$ cat src/rtl/lif_pkg.sv
// Shared types, sizing constants and saturating add for the LIF core sequencer.
package lif_pkg;

  localparam int unsigned N          = 32;
  localparam int unsigned AW         = 5;
  localparam int unsigned SPK_W      = 8;
  localparam int unsigned WT_W       = 8;
  localparam int unsigned POT_W      = 16;
  localparam int unsigned LEAK_SHIFT = 4;
  localparam int unsigned STAT_W     = 16;
  localparam logic [POT_W-1:0] VTH   = 16'h0100;

  typedef enum logic [2:0] {
    IDLE    = 3'd0,
    POP     = 3'd1,
    ACCUM   = 3'd2,
    LEAK_RD = 3'd3,
    LEAK_WR = 3'd4
  } state_t;

  // Signed potential plus sign-extended weight, clamped to the potential range
  function automatic logic [POT_W-1:0] sat_add(input logic [POT_W-1:0] a,
                                               input logic [WT_W-1:0]  b);
    logic [POT_W:0] sum;
    sum = {a[POT_W-1], a} + {{(POT_W+1-WT_W){b[WT_W-1]}}, b};
    if (sum[POT_W] != sum[POT_W-1])
      sat_add = sum[POT_W] ? {1'b1, {(POT_W-1){1'b0}}} : {1'b0, {(POT_W-1){1'b1}}};
    else
      sat_add = sum[POT_W-1:0];
  endfunction

endpackage

$ cat src/rtl/lif_leak_fire.sv
// Combinational leak, threshold compare and post-fire reset value for one neuron.
module lif_leak_fire
  import lif_pkg::*;
(
  input  logic [POT_W-1:0] v,
  output logic [POT_W-1:0] v_wr,
  output logic             fire
);

  logic signed [POT_W-1:0] v_s;
  logic signed [POT_W-1:0] v_leak;

  assign v_s    = $signed(v);
  assign v_leak = v_s - (v_s >>> LEAK_SHIFT);
  assign fire   = (v_leak >= $signed(VTH));
  assign v_wr   = fire ? '0 : v_leak;

endmodule

$ cat src/rtl/lif_core_sched.sv
// Spike-accumulate / leak-fire sequencer for one LIF neuron core.
// Optional LIF_SCHED_STATS_EN builds saturating drop/fire counters.
module lif_core_sched
  import lif_pkg::*;
(
  input  logic              clk_i,
  input  logic              rst_i,
  input  logic              en_core,
  input  logic              step_i,
  input  logic              fifo_empty_i,
  input  logic [SPK_W-1:0]  fifo_data_i,
  output logic              fifo_rd_o,
  output logic [AW-1:0]     w_row_o,
  output logic [AW-1:0]     w_col_o,
  input  logic [WT_W-1:0]   w_data_i,
  output logic [AW-1:0]     pot_raddr_o,
  input  logic [POT_W-1:0]  pot_rdata_i,
  output logic              pot_we_o,
  output logic [AW-1:0]     pot_waddr_o,
  output logic [POT_W-1:0]  pot_wdata_o,
  output logic              spk_valid_o,
  output logic [AW-1:0]     spk_idx_o,
  input  logic              spk_ready_i,
  output logic              busy_o,
  output logic              done_o,
  output logic [STAT_W-1:0] stat_drop_o,
  output logic [STAT_W-1:0] stat_fire_o
);

  localparam logic [AW:0] CNT_ACC_LAST  = (AW+1)'(N);
  localparam logic [AW:0] CNT_LEAK_LAST = (AW+1)'(N - 1);

  state_t           state_q, state_d;
  logic             step_q, step_d;
  logic [SPK_W-1:0] idx_q, idx_d;
  logic [AW:0]      cnt_q, cnt_d;
  logic             fifo_rd_q, fifo_rd_d;
  logic             spk_valid_q, spk_valid_d;
  logic [AW-1:0]    spk_idx_q, spk_idx_d;
  logic             done_q, done_d;

  logic             we_c;
  logic [AW-1:0]    waddr_c;
  logic [POT_W-1:0] wdata_c;
  logic [POT_W-1:0] leak_v;
  logic             leak_fire;
  logic             start_pop, spk_free, idx_bad, wr_go;

  lif_leak_fire u_leak_fire (
    .v    (pot_rdata_i),
    .v_wr (leak_v),
    .fire (leak_fire)
  );

  assign start_pop = en_core && !fifo_empty_i;
  assign spk_free  = !spk_valid_q || spk_ready_i;
  assign idx_bad   = (idx_q >= SPK_W'(N));
  // A firing neuron may only commit once the spike register can take it
  assign wr_go     = (state_q == LEAK_WR) && (!leak_fire || spk_free);

  always_ff @(posedge clk_i or posedge rst_i) begin
    if (rst_i) begin
      state_q     <= IDLE;
      step_q      <= 1'b0;
      idx_q       <= '0;
      cnt_q       <= '0;
      fifo_rd_q   <= 1'b0;
      spk_valid_q <= 1'b0;
      spk_idx_q   <= '0;
      done_q      <= 1'b0;
    end else begin
      state_q     <= state_d;
      step_q      <= step_d;
      idx_q       <= idx_d;
      cnt_q       <= cnt_d;
      fifo_rd_q   <= fifo_rd_d;
      spk_valid_q <= spk_valid_d;
      spk_idx_q   <= spk_idx_d;
      done_q      <= done_d;
    end
  end

  always_comb begin
    state_d     = state_q;
    step_d      = step_q | step_i;
    idx_d       = idx_q;
    cnt_d       = cnt_q;
    fifo_rd_d   = 1'b0;
    spk_valid_d = spk_valid_q && !spk_ready_i;
    spk_idx_d   = spk_idx_q;
    done_d      = 1'b0;
    we_c        = 1'b0;
    waddr_c     = '0;
    wdata_c     = '0;
    case (state_q)
      IDLE: begin
        if (start_pop) begin
          state_d   = POP;
          fifo_rd_d = 1'b1;
          idx_d     = fifo_data_i;
        end else if (en_core && step_q) begin
          // Steps seen from here on belong to the next sweep
          state_d = LEAK_RD;
          step_d  = step_i;
          cnt_d   = '0;
        end
      end
      POP: begin
        cnt_d   = '0;
        state_d = idx_bad ? IDLE : ACCUM;
      end
      ACCUM: begin
        if (cnt_q != '0) begin
          we_c    = 1'b1;
          waddr_c = AW'(cnt_q - (AW+1)'(1));
          wdata_c = sat_add(pot_rdata_i, w_data_i);
        end
        if (cnt_q == CNT_ACC_LAST) begin
          // Chain straight into the next pop so back-to-back spikes cost N+2
          cnt_d = '0;
          if (start_pop) begin
            state_d   = POP;
            fifo_rd_d = 1'b1;
            idx_d     = fifo_data_i;
          end else begin
            state_d = IDLE;
          end
        end else begin
          cnt_d = cnt_q + (AW+1)'(1);
        end
      end
      LEAK_RD: state_d = LEAK_WR;
      LEAK_WR: begin
        if (wr_go) begin
          we_c    = 1'b1;
          waddr_c = cnt_q[AW-1:0];
          wdata_c = leak_v;
          if (leak_fire) begin
            spk_valid_d = 1'b1;
            spk_idx_d   = cnt_q[AW-1:0];
          end
          if (cnt_q == CNT_LEAK_LAST) begin
            state_d = IDLE;
            done_d  = 1'b1;
            cnt_d   = '0;
          end else begin
            state_d = LEAK_RD;
            cnt_d   = cnt_q + (AW+1)'(1);
          end
        end
      end
      default: state_d = IDLE;
    endcase
  end

  assign fifo_rd_o   = fifo_rd_q;
  assign w_row_o     = idx_q[AW-1:0];
  assign w_col_o     = cnt_q[AW-1:0];
  assign pot_raddr_o = cnt_q[AW-1:0];
  assign pot_we_o    = we_c;
  assign pot_waddr_o = waddr_c;
  assign pot_wdata_o = wdata_c;
  assign spk_valid_o = spk_valid_q;
  assign spk_idx_o   = spk_idx_q;
  assign busy_o      = (state_q != IDLE);
  assign done_o      = done_q;

`ifdef LIF_SCHED_STATS_EN
  logic [STAT_W-1:0] drop_q, fire_q;

  always_ff @(posedge clk_i or posedge rst_i) begin
    if (rst_i) begin
      drop_q <= '0;
      fire_q <= '0;
    end else begin
      if ((state_q == POP) && idx_bad && (drop_q != '1))
        drop_q <= drop_q + STAT_W'(1);
      if (wr_go && leak_fire && (fire_q != '1))
        fire_q <= fire_q + STAT_W'(1);
    end
  end

  assign stat_drop_o = drop_q;
  assign stat_fire_o = fire_q;
`else
  assign stat_drop_o = '0;
  assign stat_fire_o = '0;
`endif

endmodule

$ cat config.mk
export PLATFORM = sky130hd
export DESIGN_NAME = lif_core_sched
export DESIGN_NICKNAME = d
export VERILOG_FILES = /design/src/rtl/lif_pkg.sv /design/src/rtl/lif_leak_fire.sv /design/src/rtl/lif_core_sched.sv
export SDC_FILE = /design/constraint.sdc
export NUM_CORES = 1
export LEC_CHECK = 0
export ABC_AREA = 1
export CORE_ASPECT_RATIO = 1.75
export CORE_UTILIZATION = 40
export CTS_CLUSTER_DIAMETER = 30
export DETAILED_ROUTE_END_ITERATION = 8
export PLACE_DENSITY = 0.69
export SLEW_MARGIN = 20
export SYNTH_ARGS = -nofsm -noshare
export SYNTH_HDL_FRONTEND = slang
export SYNTH_HIERARCHICAL = 1
export SYNTH_SLANG_ARGS = --single-unit
$ cat constraint.sdc
create_clock -name clk_i -period 6.95 [get_ports clk_i]
set_input_delay 1.39 -clock clk_i [delete_from_list [all_inputs] [get_ports clk_i]]
set_output_delay 1.39 -clock clk_i [all_outputs]
set_load 0.1 [all_outputs]
==> results of run 1 <==
through the flow:
stage | cell area (µm²) | std cells
after CTS | 4940 | 860
after global routing | 4940 | 860
after floorplan | 4240 | 699
final | 4940 | 860
after detailed placement | 4840 | 856
after global placement | 4840 | 856
state kept, by name, indices dropped and copies added, names as in the netlist:
signal,count
cnt_q,6
done_o,1
fifo_rd_o,1
idx_q,8
spk_idx_o,5
spk_valid_o,1
state_q,3
step_q,1
worst max-delay path: stages:
cell,delay (ns)
clkdlybuf4s50_1,0.52
ha_1,0.28
fa_1,0.42
inv_1,0.11
nand3_1,0.09
nand3_2,0.13
nand2_1,0.09
nand2_1,0.06
nand2_1,0.04
nand2_1,0.09
nand3_1,0.10
nor2_2,0.12
a21oi_1,0.11
inv_1,0.07
nor2_1,0.07
nor2_2,0.11
buf_4,0.21
inv_1,0.15
o21ai_0,0.36
buf_12,0.23
Yosys cell counts, types with 2 or more instances:
| library cell | count | area share |
|---|---|---|
| a21oi_1 | 29 | 0.035 |
| a21oi_2 | 13 | 0.028 |
| and2_1 | 3 | 0.0046 |
| buf_4 | 47 | 0.086 |
| buf_6 | 5 | 0.014 |
| dfrtp_1 | 26 | 0.16 |
| fa_1 | 2 | 0.0097 |
| ha_1 | 34 | 0.10 |
| inv_1 | 108 | 0.098 |
| inv_2 | 5 | 0.0046 |
| mux2_2 | 7 | 0.019 |
| nand2_1 | 220 | 0.20 |
| nand2_2 | 15 | 0.023 |
| nand3_1 | 46 | 0.056 |
| nand3_2 | 4 | 0.0097 |
| nand3b_1 | 5 | 0.0091 |
| nand4_1 | 7 | 0.011 |
| nor2_1 | 35 | 0.032 |
| nor2_2 | 5 | 0.0076 |
| nor3_1 | 7 | 0.0085 |
| o21ai_0 | 8 | 0.0097 |
| o21bai_1 | 2 | 0.0036 |
| o22ai_1 | 5 | 0.0076 |
| xnor2_1 | 11 | 0.023 |
| xor2_1 | 8 | 0.017 |
power breakdown:
group / internal [mW] / leakage, nW / switching (mW)
registers: 0.206 / 0.328 / 0.0369
logic: 0.367 / 2.34 / 1.17
clock network: 0.115 / 0.0511 / 0.0561
total: 0.687 / 2.72 / 1.26
cell type report:
type | count | area (µm²)
Sequential cell | 26 | 651
Tap cell | 125 | 156
Fill cell | 1047 | 5030
Timing Repair Buffer | 85 | 853
Clock buffer | 3 | 75.1
Inverter | 113 | 424
Clock inverter | 1 | 30.0
Multi-Input combinational cell | 507 | 2750
cells by family after synthesis:
kind of cell	synth area share
AOI/OAI and AO/OA	0.103
xor gates and xnor gates	0.0403
muxes	0.0191
and+or+nand+nor	0.363
adders and majority gates	0.113
DFF	0.158
other	0.000909
buffers and inverters	0.203
worst paths after layout:
kind | start | endpoint | slack (ns) | cells after the start
worst max-delay path | pot_rdata_i[4] | pot_waddr_o[0] | 0.80 | 20
worst min-delay path | step_q$_DFF_PP0_ | step_q$_DFF_PP0_ | 0.49 | 1
worst max register to register | cnt_q[0]$_DFFE_PP0P_ | idx_q[3]$_DFFE_PP0P_ | 5.01 | 7
worst min register to register | step_q$_DFF_PP0_ | step_q$_DFF_PP0_ | 0.49 | 1
max in group asynchronous | rst_i | cnt_q[3]$_DFFE_PP0P_ | 5.09 | 2
min in group asynchronous | rst_i | fifo_rd_o$_DFF_PP0_ | 1.49 | 2
layer usage:
metal	track usage	vias to the layer above
met2	0.436	140
met1	0.216	1911
met4	0.111	0
met5	0	-
li1	-	2140
met3	0.0215	33
==> impl_metrics.tcl, run 1 <==
set metrics [dict create \
    syn_area_per_cell_um2 6.18 \
    tightestPinTransition_ns 1.00 \
    hold_viol 0 \
    synth_ff_type "dfrtp_1" \
    clock_path_buffers 2 \
    grt_usage 0.219 \
    final_common_cell "nand2_1" \
    synth-async-reset-ratio 1.00 \
    utilization 0.496 \
    post_cts_resized 0 \
    nNetsFinal 810 \
    pre_cts_ws_ns 0.845 \
    coreArea_um2 9970 \
    die_area_um2 10700 \
    synth_cell_types 36 \
    wl_met3_um 520 \
    max_freq_mhz 163 \
    ctsHoldBuffers 0 \
    fin_hold_ws_ns 0.491 \
    worstPathMaxFanout 17 \
    maxCapViolCount 0 \
    total_power_mw 1.95 \
    wl_mm 11.5 \
    dr.first_iter.drc_count 195 \
    powerDensity_nw_per_um2 394 \
    wl_per_cell_um 13.4 \
    ys_seq_area_frac 0.158 \
    io_buffers 83 \
    arrival_ns 4.76 \
    area_growth_pct 19.8 \
    endpoint_kind "primary output" \
    grt_pass1_wl_mm 18.4 \
    postCtsSetupBuffers 0 \
    worst_slack_ns 0.803 \
    ant_nets 0 \
    clock_sinks 26 \
    met1_length_mm 4.25 \
    grt_max_degree 27 \
    die_w_um 78.8 \
    grt_pass1_vias 4117 \
    setup_tns_ns 0 \
    top_layer_used "met4" \
    h-tree-depth 1 \
    start_kind "input port" \
    drive_gt1_frac 0.112 \
    clkLatencyLatePin_ns 0.27 \
    start_util 0.414 \
    rsz0062_at_grt "false" \
    cts_inserted_buffers 3 \
    layout_common_cells "220 x nand2_1, 107 x inv_1, 61 x clkdlybuf4s50_1" \
    leakage_nw 2.72 \
    placementRows 48 \
    min_period_ns 6.15 \
    via_per_inst 4.91 \
    antenna_found_initial 0 \
    drcViolationCount 0 \
    peakVddDrop_uv 390 \
    overflow 0 \
    routed-via-count 4224 \
    io_pins 116 \
    synth_seq_cells 26 \
    syn-instance-count 668 \
    finalSetupViolations 0 \
    clockRootBuffer "clkbuf_16" \
    dp_hpwl_mm 9.70 \
    place_congestion 0.955 \
    relSlewSlack 0.331 \
    period_share 0.885 \
    cts_tree "built" \
    hold_class "reg -> reg" \
    synth_edf_count 0 \
    drt_pass1_iterations 4 \
    clk_pin_slew_worst_paths_ns 0.07 \
    drv_slew 0 \
    finClkSkew_ns 0.00365 \
    die_h_um 136 \
    syn-cell-area_um2 4130 \
    path_class "in -> out" \
    status "complete, no violations" \
    n_antenna_cell 0 \
    cp.required_ns 5.56 \
    yosysWarnings 6 \
    dr_wl_met2_mm 6.25 \
]
Power figures use the tool's default switching activity.
==> inputs of run 2 (changes only) <==
Settings changed: MAX_ROUTING_LAYER from default to met4, SKIP_LAST_GASP from default to 1.
Clock period 6.95 ns to 6.53 ns, I/O delays scaled along.
==> run 2 against run 1 <==
  * Critical path depth rose by 1
  * Clock power rose by 6%
  * Via count about the same
  * Combinational power rose by 15%
  * Largest power group unchanged
  * Clock skew is 0.00071 ns lower
  * Sequential power up 6%
  * Final cell count stayed put
  * Total power up 13%
  * Sequential cell count unchanged
  * Sequential share of layout area is 0.54 points lower
  * Register-to-register slack got worse by 0.40 ns
==> impl_metrics.tcl, run 2 (synthesis results as in run 1) <==
set metrics [dict create \
    status "complete, no violations" \
    cp.required_ns 5.22 \
    grt_pass1_vias 4056 \
    ant_nets 0 \
    die_h_um 136 \
    hold_viol 0 \
    pre_cts_ws_ns 0.738 \
    powerDensity_nw_per_um2 426 \
    largest_register_ffs 8 \
    cts_tree "built" \
    path_buf_inv 7 \
    fin_hold_ws_ns 0.494 \
    clockRootBuffer "clkbuf_16" \
    start_util 0.414 \
    drive_gt1_frac 0.110 \
    clkLatencyLatePin_ns 0.27 \
    largest_register "idx_q" \
    grt_usage 0.228 \
    slowest_delay_ns 0.52 \
    final_common_cell "nand2_1" \
    h-tree-depth 1 \
    grt_pass1_wl_mm 18.5 \
    layout_common_cells "220 x nand2_1, 107 x inv_1, 61 x clkdlybuf4s50_1" \
    cts_inserted_buffers 3 \
    post_cts_resized 0 \
    path_class "in -> out" \
    hold_class "reg -> reg" \
    coreArea_um2 9970 \
    endpoint_kind "primary output" \
    tightestPinTransition_ns 1.01 \
    period_share 0.893 \
    dr.first_iter.drc_count 275 \
    min_from "step_q$_DFF_PP0_" \
    arrival_ns 4.53 \
    cp_slowest_cell "clkdlybuf4s50_1" \
    io_pins 116 \
    crit_family "buffers and inverters" \
    total_power_mw 2.19 \
    placementRows 48 \
    start_kind "input port" \
    n_antenna_cell 0 \
    area_growth_pct 25.0 \
    setup_tns_ns 0 \
    worstPathMaxFanout 17 \
    antenna_found_initial 0 \
    clk_pin_slew_worst_paths_ns 0.07 \
    clock_path_buffers 2 \
    max_freq_mhz 171 \
    die_area_um2 10700 \
    maxCapViolCount 0 \
    peakVddDrop_uv 391 \
    startpoint "pot_rdata_i[0]" \
    fillers 1027 \
    drv_slew 0 \
    nNetsFinal 810 \
    grt_max_degree 27 \
    postCtsSetupBuffers 0 \
    drt_pass1_iterations 4 \
    io_buffers 83 \
    routed-via-count 4221 \
    via_per_inst 4.91 \
    leakage_nw 2.77 \
    wl_mm 11.9 \
    wl_per_cell_um 13.8 \
    place_congestion 0.979 \
    finalSetupViolations 0 \
    finClkSkew_ns 0.00294 \
    utilization 0.517 \
    worst_slack_ns 0.697 \
    die_w_um 78.8 \
    ctsHoldBuffers 0 \
    path_cells "clkdlybuf4s50_1, inv_1, ha_1, fa_1, inv_1, nand3_1, nand3_2, nand2_1, nand2_1, nand2_1, nand2_1, nand3_1, nor2_2, a21oi_1, inv_1, nor2_1, nor2_2, buf_4, inv_1, o22ai_1, buf_12" \
    relSlewSlack 0.325 \
    rsz0062_at_grt "false" \
    dp_hpwl_mm 10.2 \
    overflow 0 \
    clock_sinks 26 \
    min_period_ns 5.83 \
    drcViolationCount 0 \
    reg2reg_from "cnt_q[0]$_DFFE_PP0P_" \
]
## run 2: changes by cell type in the layout (fill, tap and decap cells not counted), sizes merged
cell / previous run / this run
clkinv: 0 / 1
inv: 113 / 112
## run 2: final cells by class
type | count | area, µm² | area share
timing repair buffer | 85 | 1070 | 0.207
tap | 125 | 156 | 0.0303
multi-input combinational | 507 | 2750 | 0.534
inverter | 113 | 424 | 0.0823
sequential | 26 | 651 | 0.126
clock inverter | 1 | 30.0 | 0.00582
clock buffer | 3 | 75.1 | 0.0146
## run 2: layer usage
layer / part of all wire / track usage / vias to the layer above
li1: - / - / 2147
met1: 0.36 / 0.209 / 1883
met2: 0.54 / 0.439 / 146
met3: 0.045 / 0.0268 / 45
met4: 0.053 / 0.137 / 0
met5: 0 / - / -
## run 2: worst paths after layout
path / slack [ns] / depth (start not counted) / end
setup / recovery: 0.70 / 21 / pot_waddr_o[4]
hold / removal: 0.49 / 1 / step_q$_DFF_PP0_
setup reg to reg: 4.61 / 7 / idx_q[1]$_DFFE_PP0P_
hold reg to reg: 0.49 / 1 / step_q$_DFF_PP0_
max in group asynchronous: 4.67 / 2 / spk_idx_o[0]$_DFFE_PP0P_
min in group asynchronous: 1.42 / 2 / idx_q[0]$_DFFE_PP0P_
## run 2: report_power, final
group	switching (mW)	internal, mW
Sequential	0.0377	0.219
Combinational	1.27	0.491
Clock	0.0596	0.122
Total	1.36	0.832
## run 2: per-stage QoR
| step | cells | instance area [µm²] |
|---|---|---|
| after detailed placement | 856 | 5050 |
| after floorplan | 699 | 4240 |
| after global placement | 856 | 5050 |
| after global routing | 860 | 5160 |
| final | 860 | 5160 |
| after CTS | 860 | 5160 |
